**src/rtl/rfphoenix_pit_pkg.sv**
```systemverilog
// Shared register map, CTRL layout and byte-lane merge helper for the
// rfPhoenix programmable interval timer.
package rfphoenix_pit_pkg;

  localparam logic [3:0]  OFF_CNT   = 4'h0;
  localparam logic [3:0]  OFF_MAX   = 4'h4;
  localparam logic [3:0]  OFF_ONT   = 4'h8;
  localparam logic [3:0]  OFF_CTRL  = 4'hC;

  localparam logic [11:0] ADR_ISR   = 12'h040;
  localparam logic [11:0] ADR_IER   = 12'h044;
  localparam logic [11:0] ADR_LDALL = 12'h048;

  localparam int CTRL_LD = 0;
  localparam int CTRL_CE = 1;
  localparam int CTRL_AR = 2;
  localparam int CTRL_GE = 3;

  typedef struct packed {
    logic ge;
    logic ar;
    logic ce;
    logic ld;
  } ctrl_t;

  function automatic logic [31:0] sel_merge(input logic [31:0] old_v,
                                            input logic [31:0] new_v,
                                            input logic [3:0]  sel);
    logic [31:0] res;
    res = old_v;
    for (int b = 0; b < 4; b++) begin
      if (sel[b]) res[8*b +: 8] = new_v[8*b +: 8];
    end
    return res;
  endfunction

endpackage

```
**src/rtl/rfphoenix_pit_if.sv**
```systemverilog
// Wishbone responder-side bus bundle for the interval timer.
interface rfphoenix_pit_if;
  logic        cs_i;
  logic        cyc_i;
  logic        stb_i;
  logic        ack_o;
  logic        we_i;
  logic [3:0]  sel_i;
  logic [11:0] adr_i;
  logic [31:0] dat_i;
  logic [31:0] dat_o;

  modport master (output cs_i, cyc_i, stb_i, we_i, sel_i, adr_i, dat_i,
                  input  ack_o, dat_o);
  modport slave  (input  cs_i, cyc_i, stb_i, we_i, sel_i, adr_i, dat_i,
                  output ack_o, dat_o);
endinterface

```
**src/rtl/rfphoenix_pit_counter.sv**
```systemverilog
// One timer channel: CNT/MAX/ONT/CTRL registers, down-count step logic,
// registered duty output and a terminal-event pulse for the ISR.
module rfphoenix_pit_counter import rfphoenix_pit_pkg::*; #(
  parameter int CBITS = 32
) (
  input  logic             clk_i,
  input  logic             rst_ni,
  input  logic             wr_max_i,
  input  logic             wr_ont_i,
  input  logic             wr_ctrl_i,
  input  logic             ld_all_i,
  input  logic [3:0]       sel_i,
  input  logic [31:0]      dat_i,
  input  logic             tick_i,
  input  logic             gate_i,
  output logic [CBITS-1:0] cnt_o,
  output logic [CBITS-1:0] max_o,
  output logic [CBITS-1:0] ont_o,
  output ctrl_t            ctrl_o,
  output logic             out_o,
  output logic             tev_o
);

  logic [CBITS-1:0] cnt_q, cnt_d;
  logic [CBITS-1:0] max_q, max_d;
  logic [CBITS-1:0] ont_q, ont_d;
  ctrl_t            ctrl_q, ctrl_d;
  logic             out_q, out_d;
  logic             ctrl_wr, load, ce_kill, step;

  assign ctrl_wr = wr_ctrl_i & sel_i[0];
  assign load    = (ctrl_wr & dat_i[CTRL_LD]) | ld_all_i;
  // Clearing CE by software cancels a step arriving on the same edge.
  assign ce_kill = ctrl_wr & ~dat_i[CTRL_CE];
  assign step    = ctrl_q.ce & ~ce_kill & ~load & tick_i & (~ctrl_q.ge | gate_i);

  always_comb begin
    max_d  = max_q;
    ont_d  = ont_q;
    ctrl_d = ctrl_q;
    cnt_d  = cnt_q;
    tev_o  = 1'b0;
    if (wr_max_i) max_d = CBITS'(sel_merge(32'(max_q), dat_i, sel_i));
    if (wr_ont_i) ont_d = CBITS'(sel_merge(32'(ont_q), dat_i, sel_i));
    if (ctrl_wr) begin
      ctrl_d.ce = dat_i[CTRL_CE];
      ctrl_d.ar = dat_i[CTRL_AR];
      ctrl_d.ge = dat_i[CTRL_GE];
    end
    ctrl_d.ld = 1'b0;
    if (load) begin
      cnt_d = max_q;
    end else if (step) begin
      if (cnt_q != '0) begin
        cnt_d = cnt_q - CBITS'(1);
      end else begin
        tev_o = 1'b1;
        if (ctrl_q.ar) cnt_d = max_q;
        else           ctrl_d.ce = 1'b0;
      end
    end
    out_d = ctrl_q.ce & (cnt_q <= ont_q);
  end

  always_ff @(posedge clk_i or negedge rst_ni) begin
    if (!rst_ni) begin
      cnt_q  <= '0;
      max_q  <= '0;
      ont_q  <= '0;
      ctrl_q <= '0;
      out_q  <= 1'b0;
    end else begin
      cnt_q  <= cnt_d;
      max_q  <= max_d;
      ont_q  <= ont_d;
      ctrl_q <= ctrl_d;
      out_q  <= out_d;
    end
  end

  assign cnt_o  = cnt_q;
  assign max_o  = max_q;
  assign ont_o  = ont_q;
  assign ctrl_o = ctrl_q;
  assign out_o  = out_q;

endmodule

```
**src/rtl/rfphoenix_pit.sv**
```systemverilog
// Four-channel interval timer Wishbone responder: bus decode, ack/read
// registers, ISR/IER, gate synchronizers and the per-channel counters.
module rfphoenix_pit import rfphoenix_pit_pkg::*; #(
  parameter int NTIMER = 4,
  parameter int CBITS  = 32
) (
  input  logic              clk_i,
  input  logic              rst_ni,
  rfphoenix_pit_if.slave    bus,
  input  logic [NTIMER-1:0] tick_i,
  input  logic [NTIMER-1:0] gate_i,
  output logic [NTIMER-1:0] out_o,
  output logic              irq_o
);

  logic              ack_q, ack_d;
  logic [31:0]       dat_q, dat_d;
  logic [NTIMER-1:0] g1_q, g1_d, g2_q, g2_d;
  logic [NTIMER-1:0] isr_q, isr_d, ier_q, ier_d;
  logic              irq_q, irq_d;
  logic [NTIMER-1:0] tev, wr_max, wr_ont, wr_ctrl, ld_all;
  logic              req, wr, base_ok;
  logic [31:0]       rdata;
  logic [CBITS-1:0]  cnt_rd [NTIMER];
  logic [CBITS-1:0]  max_rd [NTIMER];
  logic [CBITS-1:0]  ont_rd [NTIMER];
  ctrl_t             ctrl_rd [NTIMER];

  // A held strobe re-qualifies only after ack drops, giving 1,0,1 acks.
  assign req     = bus.cs_i & bus.cyc_i & bus.stb_i & ~ack_q;
  assign wr      = req & bus.we_i;
  assign base_ok = (bus.adr_i[11:8] == 4'h0) && (bus.adr_i[1:0] == 2'b00);

  always_comb begin
    wr_max  = '0;
    wr_ont  = '0;
    wr_ctrl = '0;
    ld_all  = '0;
    for (int n = 0; n < NTIMER; n++) begin
      if (wr && base_ok && bus.adr_i[7:4] == 4'(n)) begin
        wr_max[n]  = (bus.adr_i[3:0] == OFF_MAX);
        wr_ont[n]  = (bus.adr_i[3:0] == OFF_ONT);
        wr_ctrl[n] = (bus.adr_i[3:0] == OFF_CTRL);
      end
      if (wr && bus.adr_i == ADR_LDALL && bus.sel_i[0]) ld_all[n] = bus.dat_i[n];
    end
  end

  always_comb begin
    rdata = '0;
    if (base_ok) begin
      for (int n = 0; n < NTIMER; n++) begin
        if (bus.adr_i[7:4] == 4'(n)) begin
          case (bus.adr_i[3:0])
            OFF_CNT:  rdata = 32'(cnt_rd[n]);
            OFF_MAX:  rdata = 32'(max_rd[n]);
            OFF_ONT:  rdata = 32'(ont_rd[n]);
            OFF_CTRL: rdata = 32'(ctrl_rd[n]);
            default:  rdata = '0;
          endcase
        end
      end
    end
    if (bus.adr_i == ADR_ISR) rdata = 32'(isr_q);
    if (bus.adr_i == ADR_IER) rdata = 32'(ier_q);
  end

  always_comb begin
    ack_d = req;
    dat_d = (req & ~bus.we_i) ? rdata : '0;
    g1_d  = gate_i;
    g2_d  = g1_q;
    ier_d = ier_q;
    isr_d = isr_q;
    if (wr && bus.adr_i == ADR_IER && bus.sel_i[0]) ier_d = bus.dat_i[NTIMER-1:0];
    if (wr && bus.adr_i == ADR_ISR && bus.sel_i[0]) isr_d = isr_q & ~bus.dat_i[NTIMER-1:0];
    // Hardware set is applied last so it beats a same-edge clear.
    isr_d = isr_d | tev;
    irq_d = |(isr_q & ier_q);
  end

  always_ff @(posedge clk_i or negedge rst_ni) begin
    if (!rst_ni) begin
      ack_q <= 1'b0;
      dat_q <= '0;
      g1_q  <= '0;
      g2_q  <= '0;
      isr_q <= '0;
      ier_q <= '0;
      irq_q <= 1'b0;
    end else begin
      ack_q <= ack_d;
      dat_q <= dat_d;
      g1_q  <= g1_d;
      g2_q  <= g2_d;
      isr_q <= isr_d;
      ier_q <= ier_d;
      irq_q <= irq_d;
    end
  end

  for (genvar n = 0; n < NTIMER; n++) begin : g_ch
    rfphoenix_pit_counter #(.CBITS(CBITS)) u_counter (
      .clk_i     (clk_i),
      .rst_ni    (rst_ni),
      .wr_max_i  (wr_max[n]),
      .wr_ont_i  (wr_ont[n]),
      .wr_ctrl_i (wr_ctrl[n]),
      .ld_all_i  (ld_all[n]),
      .sel_i     (bus.sel_i),
      .dat_i     (bus.dat_i),
      .tick_i    (tick_i[n]),
      .gate_i    (g2_q[n]),
      .cnt_o     (cnt_rd[n]),
      .max_o     (max_rd[n]),
      .ont_o     (ont_rd[n]),
      .ctrl_o    (ctrl_rd[n]),
      .out_o     (out_o[n]),
      .tev_o     (tev[n])
    );
  end

  assign bus.ack_o = ack_q;
  assign bus.dat_o = dat_q;
  assign irq_o     = irq_q;

endmodule

```
**src/flat_wrapper.sv**
```systemverilog
// flat-port wrapper written by rule: the top's interface ports become plain ports
module rfphoenix_pit_flat import rfphoenix_pit_pkg::*;
#(
  parameter int NTIMER = 4,
  parameter int CBITS  = 32
)
  (clk_i, rst_ni, tick_i, gate_i, out_o, irq_o, bus_cs_i, bus_cyc_i, bus_stb_i, bus_we_i, bus_sel_i, bus_adr_i, bus_dat_i, bus_ack_o, bus_dat_o);
  rfphoenix_pit_if bus_i ();
  input  logic clk_i;
  input  logic rst_ni;
  input  logic [NTIMER-1:0] tick_i;
  input  logic [NTIMER-1:0] gate_i;
  output logic [NTIMER-1:0] out_o;
  output logic irq_o;
  input wire logic [$bits(bus_i.cs_i)-1:0] bus_cs_i;
  input wire logic [$bits(bus_i.cyc_i)-1:0] bus_cyc_i;
  input wire logic [$bits(bus_i.stb_i)-1:0] bus_stb_i;
  input wire logic [$bits(bus_i.we_i)-1:0] bus_we_i;
  input wire logic [$bits(bus_i.sel_i)-1:0] bus_sel_i;
  input wire logic [$bits(bus_i.adr_i)-1:0] bus_adr_i;
  input wire logic [$bits(bus_i.dat_i)-1:0] bus_dat_i;
  output wire logic [$bits(bus_i.ack_o)-1:0] bus_ack_o;
  output wire logic [$bits(bus_i.dat_o)-1:0] bus_dat_o;
  assign bus_i.cs_i = bus_cs_i;
  assign bus_i.cyc_i = bus_cyc_i;
  assign bus_i.stb_i = bus_stb_i;
  assign bus_i.we_i = bus_we_i;
  assign bus_i.sel_i = bus_sel_i;
  assign bus_i.adr_i = bus_adr_i;
  assign bus_i.dat_i = bus_dat_i;
  assign bus_ack_o = bus_i.ack_o;
  assign bus_dat_o = bus_i.dat_o;
  rfphoenix_pit #(.NTIMER(NTIMER), .CBITS(CBITS)) u_core (.clk_i(clk_i), .rst_ni(rst_ni), .bus(bus_i), .tick_i(tick_i), .gate_i(gate_i), .out_o(out_o), .irq_o(irq_o));
endmodule
```
**config.mk**
```make
export PLATFORM = sky130hd
export DESIGN_NAME = rfphoenix_pit_flat
export DESIGN_NICKNAME = d
export VERILOG_FILES = /design/src/rtl/rfphoenix_pit_pkg.sv /design/src/rtl/rfphoenix_pit_if.sv /design/src/rtl/rfphoenix_pit_counter.sv /design/src/rtl/rfphoenix_pit.sv /design/src/flat_wrapper.sv
export SDC_FILE = /design/constraint.sdc
export NUM_CORES = 1
export LEC_CHECK = 0
export BUFFER_PORTS_ARGS = -buffer_cell sky130_fd_sc_hd__buf_2
export CAP_MARGIN = 5
export CORE_MARGIN = 4
export CORE_UTILIZATION = 35
export CTS_CLUSTER_SIZE = 10
export DETAILED_ROUTE_END_ITERATION = 10
export SLEW_MARGIN = 20
export SYNTH_ARGS = -nofsm -noshare
export SYNTH_HDL_FRONTEND = slang
export SYNTH_SLANG_ARGS = --single-unit
export TNS_END_PERCENT = 50
```
**constraint.sdc**
```tcl
create_clock -name clk_i -period 8.7 [get_ports clk_i]
set_input_delay 1.305 -clock clk_i [delete_from_list [all_inputs] [get_ports clk_i]]
set_output_delay 1.305 -clock clk_i [all_outputs]
set_load 0.02 [all_outputs]
```
==> results of run 1 <==
==> sequential cells by signal (all words and copies together) (netlist names) <==
register / flops
u_core.irq_o: 1
u_core.ier_q: 4
u_core.isr_q: 4
u_core.g_ch.u_counter.ctrl_o: 12
u_core.g_ch.u_counter.ont_o: 128
u_core.g_ch.u_counter.max_o: 128
u_core.g_ch.u_counter.cnt_o: 128
u_core.g1_q: 4
u_core.g_ch.u_counter.out_o: 4
u_core.g2_q: 4
u_core.bus.dat_o: 32
u_core.bus.ack_o: 1
==> power by group <==
part,internal (mW),leakage (nW),switching [mW]
clock network,1.19,0.754,0.900
logic,0.0398,7.00,0.162
registers,2.10,6.11,0.00132
==> layout make-up <==
| class | instances | area, sq um |
|---|---|---|
| Multi-Input combinational cell | 2025 | 14200 |
| Antenna cell | 3 | 7.51 |
| Tap cell | 1030 | 1290 |
| Clock buffer | 75 | 1510 |
| Inverter | 216 | 811 |
| Timing Repair Buffer | 129 | 746 |
| Clock inverter | 5 | 31.3 |
| Sequential cell | 450 | 11300 |
| Fill cell | 7553 | 46100 |
==> how the worst max path moves through the flow <==
stage	from	to	slack, ns	cells past startpoint
3_5_place_dp	bus_adr_i[2]	u_core.g_ch[2].u_counter.cnt_o[10]	3.77	8
5_1_grt	bus_adr_i[2]	u_core.g_ch[2].u_counter.cnt_o[30]	4.13	8
6_report	bus_adr_i[2]	u_core.g_ch[2].u_counter.cnt_o[30]	4.27	8
4_1_cts	bus_adr_i[2]	u_core.g_ch[2].u_counter.cnt_o[30]	4.40	8
3_3_place_gp	bus_adr_i[2]	u_core.g_ch[2].u_counter.cnt_o[3]	3.91	8
2_1_floorplan	bus_adr_i[3]	u_core.g_ch[0].u_counter.cnt_o[28]	5.26	10
==> cells by family (layout without fill, tap and decap cells) <==
kind of cell	Yosys count	after routing	synth area share, %
buf+inv	360	425	5.35
simple gates	772	772	14.9
flops	450	450	42.0
xor+xnor	5	5	0.163
mux	328	328	13.4
fa+ha+maj	133	133	6.20
other cells	0	3	0
compound gates	787	787	18.0
==> cell usage after synthesis (51+ instances only) <==
master / number
inv_1: 216
ha_1: 133
a221oi_1: 64
nor3_1: 68
nand4_1: 51
a21oi_1: 275
o21ai_0: 231
nand2_1: 159
dfrtp_1: 450
mux2_2: 255
nor2_1: 235
clkbuf_1: 95
mux2i_1: 73
==> routing by layer <==
| metal | up-vias | routed length, um |
|---|---|---|
| met1 | 11478 | 42500 |
| met3 | 166 | 7620 |
| li1 | 10459 | - |
| met4 | 2 | 3510 |
| met2 | 947 | 40700 |
| met5 | - | 11 |
==> worst max-delay path, delay by kind of cell <==
| family | cells | cell delay (ns) |
|---|---|---|
| and+or+nand+nor | 3 | 1.82 |
| AOI/OAI and AO/OA | 4 | 1.27 |
| buffers and inverters | 1 | 0.52 |
==> metrics by stage <==
stage | instance area (sq um) | power (mW)
after global placement | 28300 | 2.34
after CTS | 29900 | 4.43
after detailed placement | 28300 | 2.34
final | 29900 | 4.39
after floorplan | 26800 | 2.20
after global routing | 29900 | 4.52
==> flow_metrics.py, run 1 <==
metrics = {
    "finish": {
        "most-common-layout-cells": "dfrtp_1, a21oi_1, mux2_2",
        "post-route-util_pct": 39.3,
        "fin_cells": 3933,
        "nets": 3071,
        "area_delta_synth_final_pct": 11.3,
        "final_common_cell": "dfrtp_1",
        "drive_above_1_share_pct": 17.3,
    },
    "grt": {
        "grt_pass1_vias": 21957,
        "grt_pass1_wl_um": 142000,
        "met1_usage_pct": 32.5,
        "grt_use_total_pct": 22.6,
        "gr-usage-met3_pct": 4.46,
        "antenna_found_initial": 8,
        "busiest_layer": "met2",
        "overflow": 0,
        "met2_usage_pct": 33.8,
        "grt_max_degree": 165,
    },
    "logic_synthesis": {
        "syn-num-nets": 3030,
        "netlist_instances": 2835,
        "synth_top_area_share_pct": 42.0,
        "ys_seq_area_share_pct": 42.0,
        "syn_area_sq_um": 26800,
        "synth_seq_cells": 450,
        "synth_ff_type": "dfrtp_1",
        "synth_edf_count": 0,
        "syn_avg_cell_area_sq_um": 9.46,
        "async_flop_share_pct": 100,
        "synth_area_leaders": "dfrtp_1, mux2_2, ha_1, a21oi_1, o21ai_0",
        "synth.distinct_cells": 81,
        "synth_top_cell_by_area": "dfrtp_1",
        "synth_warnings": 0,
    },
    "floorplanning": {
        "core_area_sq_um": 75900,
        "placementRows": 101,
        "dieWidth_um": 285,
        "ios": 100,
        "initial_core_util_pct": 35.3,
        "fp.dieH_um": 285,
        "dieArea_sq_um": 81100,
    },
    "place": {
        "dp_hpwl_um": 66800,
        "dp_slack_ns": 3.77,
        "io_buffers": 99,
        "dp_cells": 3850,
        "gp_congestion": 0.888,
    },
    "worst_setup_path": {
        "cp_slowest_cell": "and4bb_1",
        "critical-path-max-stage-delay_ns": 0.74,
        "regToRegSetupSlack_ns": 4.83,
        "timing.rr.end": "u_core.g_ch[0].u_counter.cnt_o[7]",
        "cp.required_ns": 9.22,
        "end_kind": "register",
        "cp_cell_sequence": "buf_2 > and4bb_1 > nand4_1 > o31ai_1 > a21oi_2 > nor2_4 > o21ai_0 > o21ai_0",
        "worst-r2r-cell-count": 7,
        "crit_path_start_kind": "input pin",
        "critPathKind": "in2reg",
        "path_max_fanout": 37,
        "cp.arrival_ns": 4.96,
        "rr_startpoint": "u_core.g_ch[0].u_counter.cnt_o[28]",
        "critical_path.most_common_cell": "o21ai_0",
    },
    "sta": {
        "finalCritPeriodShare_pct": 51.0,
        "post-route-min-period_ns": 4.43,
        "slew_violations": 0,
        "timing.hold.ws_ns": 0.349,
        "max_slew_margin_pct": 20.3,
        "finalHoldViolCount": 0,
        "fmax_mhz": 225,
        "final.setup.tns_ns": 0,
        "setup_violations": 0,
        "rsz0062_at_grt": "false",
        "tightest_slew_ns": 1.18,
        "setup_slack_ns": 4.27,
        "fin_skew_ns": 0.0126,
    },
    "power_and_ir_drop": {
        "irDropWorstVdd_mv": 0.130,
        "p_leak_nw": 13.9,
        "power_density_nw_per_um2": 147,
    },
    "clocking": {
        "cts.path.max_buffers": 3,
        "clk_pin_slew_ns": 0.06,
        "htreeDepth": 2,
        "cts_root_buf": "clkbuf_16",
        "cts_sinks": 450,
        "cts-resized-gates": 0,
        "cts_made_buffers": 54,
        "cts_tree": "built",
        "cts_setup_buffers": 0,
        "clk_latency_ns": 0.62,
        "cts-hold-fix-buffers": 0,
    },
    "flow_run": {
        "drv_cap": 0,
    },
    "hold_path": {
        "hold_start": "u_core.g1_q[2]",
        "hold_path_class": "reg2reg",
        "hold_end": "u_core.g2_q[2]",
        "hold_path_depth": 0,
    },
    "drt": {
        "drt-initial-drc-count": 2265,
        "wl_per_cell_um": 24.0,
        "ant_nets": 0,
        "vias": 23052,
        "drc_errors": 0,
        "dr.pass1.iters": 8,
        "vias_per_cell": 5.86,
        "drt_wl_total_um": 94300,
    },
    "status": {
        "outcome": "finished, final reports clean",
    },
}
No activity file was read; power rests on OpenSTA's default activity.
==> run 2: changes to the inputs <==
==> constraint.sdc (replaced) <==
create_clock -name clk_i -period 4.3 [get_ports clk_i]
set_input_delay 0.645 -clock clk_i [delete_from_list [all_inputs] [get_ports clk_i]]
set_output_delay 0.645 -clock clk_i [all_outputs]
set_load 0.02 [all_outputs]
==> run 2 against run 1 <==
  * Design area increased by 0.89%
  * Global-route usage increased by 0.14 points
  * Die area unchanged
  * Register-to-register slack got worse by 4.3 ns
  * Utilization increased by 0.35 points
  * First-iteration DRC count increased by 8.5%
  * Non-clock buffer count increased by 31
  * Via count increased by 0.64%
  * Sequential share of layout area decreased by 0.33 points
  * Critical path depth increased by 1
  * Critical path type is now reg2reg
  * Highest routed layer unchanged
==> flow_metrics.py, run 2 (synthesis results as in run 1) <==
metrics = {
    "power_and_ir_drop": {
        "irDropWorstVdd_mv": 0.235,
        "p_leak_nw": 14.0,
        "power_density_nw_per_um2": 289,
    },
    "finish": {
        "most-common-layout-cells": "dfrtp_1, a21oi_1, mux2_2",
        "drive_above_1_share_pct": 17.9,
        "nets": 3101,
        "final_common_cell": "dfrtp_1",
        "nFillCells": 7490,
        "regArea_sq_um": 11300,
        "area_delta_synth_final_pct": 12.3,
        "multiInputGateArea_sq_um": 14200,
    },
    "sta": {
        "rsz0062_at_grt": "false",
        "setup_violations": 0,
        "slew_violations": 0,
        "tightest_slew_ns": 1.09,
        "final.setup.tns_ns": 0,
        "finalCritPeriodShare_pct": 86.7,
        "fin_skew_ns": 0.0125,
        "fmax_mhz": 268,
        "finalHoldViolCount": 0,
        "post-route-min-period_ns": 3.73,
        "max_slew_margin_pct": 27.2,
        "timing.hold.ws_ns": 0.0128,
    },
    "status": {
        "outcome": "finished, final reports clean",
    },
    "worst_setup_path": {
        "cp.required_ns": 4.81,
        "cp.arrival_ns": 4.24,
        "path_max_fanout": 7,
        "critPathKind": "reg2reg",
        "regToRegSetupSlack_ns": 0.57,
        "end_kind": "register",
        "crit_path_start_kind": "register",
    },
    "clocking": {
        "cts_made_buffers": 53,
        "cts.path.max_buffers": 3,
        "clk_latency_ns": 0.61,
        "cts_tree": "built",
        "clk_pin_slew_ns": 0.06,
        "cts-resized-gates": 0,
        "cts_sinks": 450,
        "cts-hold-fix-buffers": 0,
        "cts_root_buf": "clkbuf_16",
        "cts_setup_buffers": 0,
        "htreeDepth": 2,
    },
    "place": {
        "io_buffers": 99,
        "dp_hpwl_um": 68700,
        "gp_congestion": 0.923,
    },
    "grt": {
        "grt_use_total_pct": 22.7,
        "overflow": 0,
        "grt_pass1_vias": 22287,
        "grt_pass1_wl_um": 143000,
        "antenna_found_initial": 7,
        "grt_max_degree": 95,
    },
    "drt": {
        "vias": 23199,
        "drt_wl_total_um": 94600,
        "ant_nets": 0,
        "drt-initial-drc-count": 2458,
        "dr.pass1.iters": 7,
        "vias_per_cell": 5.86,
        "wl_per_cell_um": 23.9,
        "drc_errors": 0,
    },
    "floorplanning": {
        "core_area_sq_um": 75900,
        "dieWidth_um": 285,
        "initial_core_util_pct": 35.3,
        "ios": 100,
        "placementRows": 101,
        "dieArea_sq_um": 81100,
        "fp.dieH_um": 285,
    },
    "hold_path": {
        "hold_path_class": "in2async",
    },
    "flow_run": {
        "drv_cap": 0,
    },
}
run 2: final cells by class:
class,instances,area share [%]
multi-input combinational,2025,47.1
sequential,450,37.4
clock buffer,73,4.78
tap,1030,4.28
timing repair buffer,160,3.70
inverter,216,2.69
clock inverter,2,0.0332
antenna,2,0.0166
run 2: layer usage:
layer	vias to the layer above	share of wire (%)	track usage (%)	routed length [um]
li1	10527	-	-	-
met1	11478	44	32.2	41800
met2	994	43	34.3	40900
met3	196	7.8	3.93	7360
met4	4	4.7	9.52	4460
met5	-	0.032	0	30
run 2: where the power goes:
part	switching [mW]	leakage [nW]	internal, mW
clock	1.78	0.709	2.28
combinational	0.329	7.20	0.0895
sequential	0.00275	6.11	4.24
run 2: final timing paths:
path	startpoint	endpoint	depth (start not counted)
setup / recovery	u_core.g_ch[0].u_counter.cnt_o[0]	u_core.g_ch[0].u_counter.cnt_o[7]	9
hold / removal	rst_ni	u_core.bus.dat_o[22]	1
setup reg to reg	u_core.g_ch[0].u_counter.cnt_o[0]	u_core.g_ch[0].u_counter.cnt_o[7]	9
hold reg to reg	u_core.g1_q[2]	u_core.g2_q[2]	0
max in group asynchronous	rst_ni	u_core.g_ch[0].u_counter.cnt_o[29]	2
min in group clk_i	gate_i[3]	u_core.g1_q[3]	1
run 2: worst max-delay path, stage by stage (launching register included):
cell,delay (ns)
dfrtp_1,0.45
inv_1,0.11
ha_1,0.22
or3b_2,0.53
nor4_1,0.74
nand4b_1,0.22
o21a_1,0.17
a21boi_1,0.81
o21ai_0,0.24
o21ai_0,0.14
run 2: through the flow:
| step | cell area, sq um | power (mW) | util (%) | std cells | setup WS [ns] |
|---|---|---|---|---|---|
| after global placement | 28700 | 4.74 | 37.8 | 3881 | 0.593 |
| after global routing | 30100 | 8.99 | 39.7 | 3957 | 0.446 |
| after floorplan | 26800 | 4.45 | - | 2835 | 1.52 |
| after CTS | 30100 | 8.80 | 39.7 | 3956 | 0.782 |
| final | 30100 | 8.72 | 39.7 | 3958 | 0.573 |
| after detailed placement | 28700 | 4.74 | 37.8 | 3881 | 0.552 |
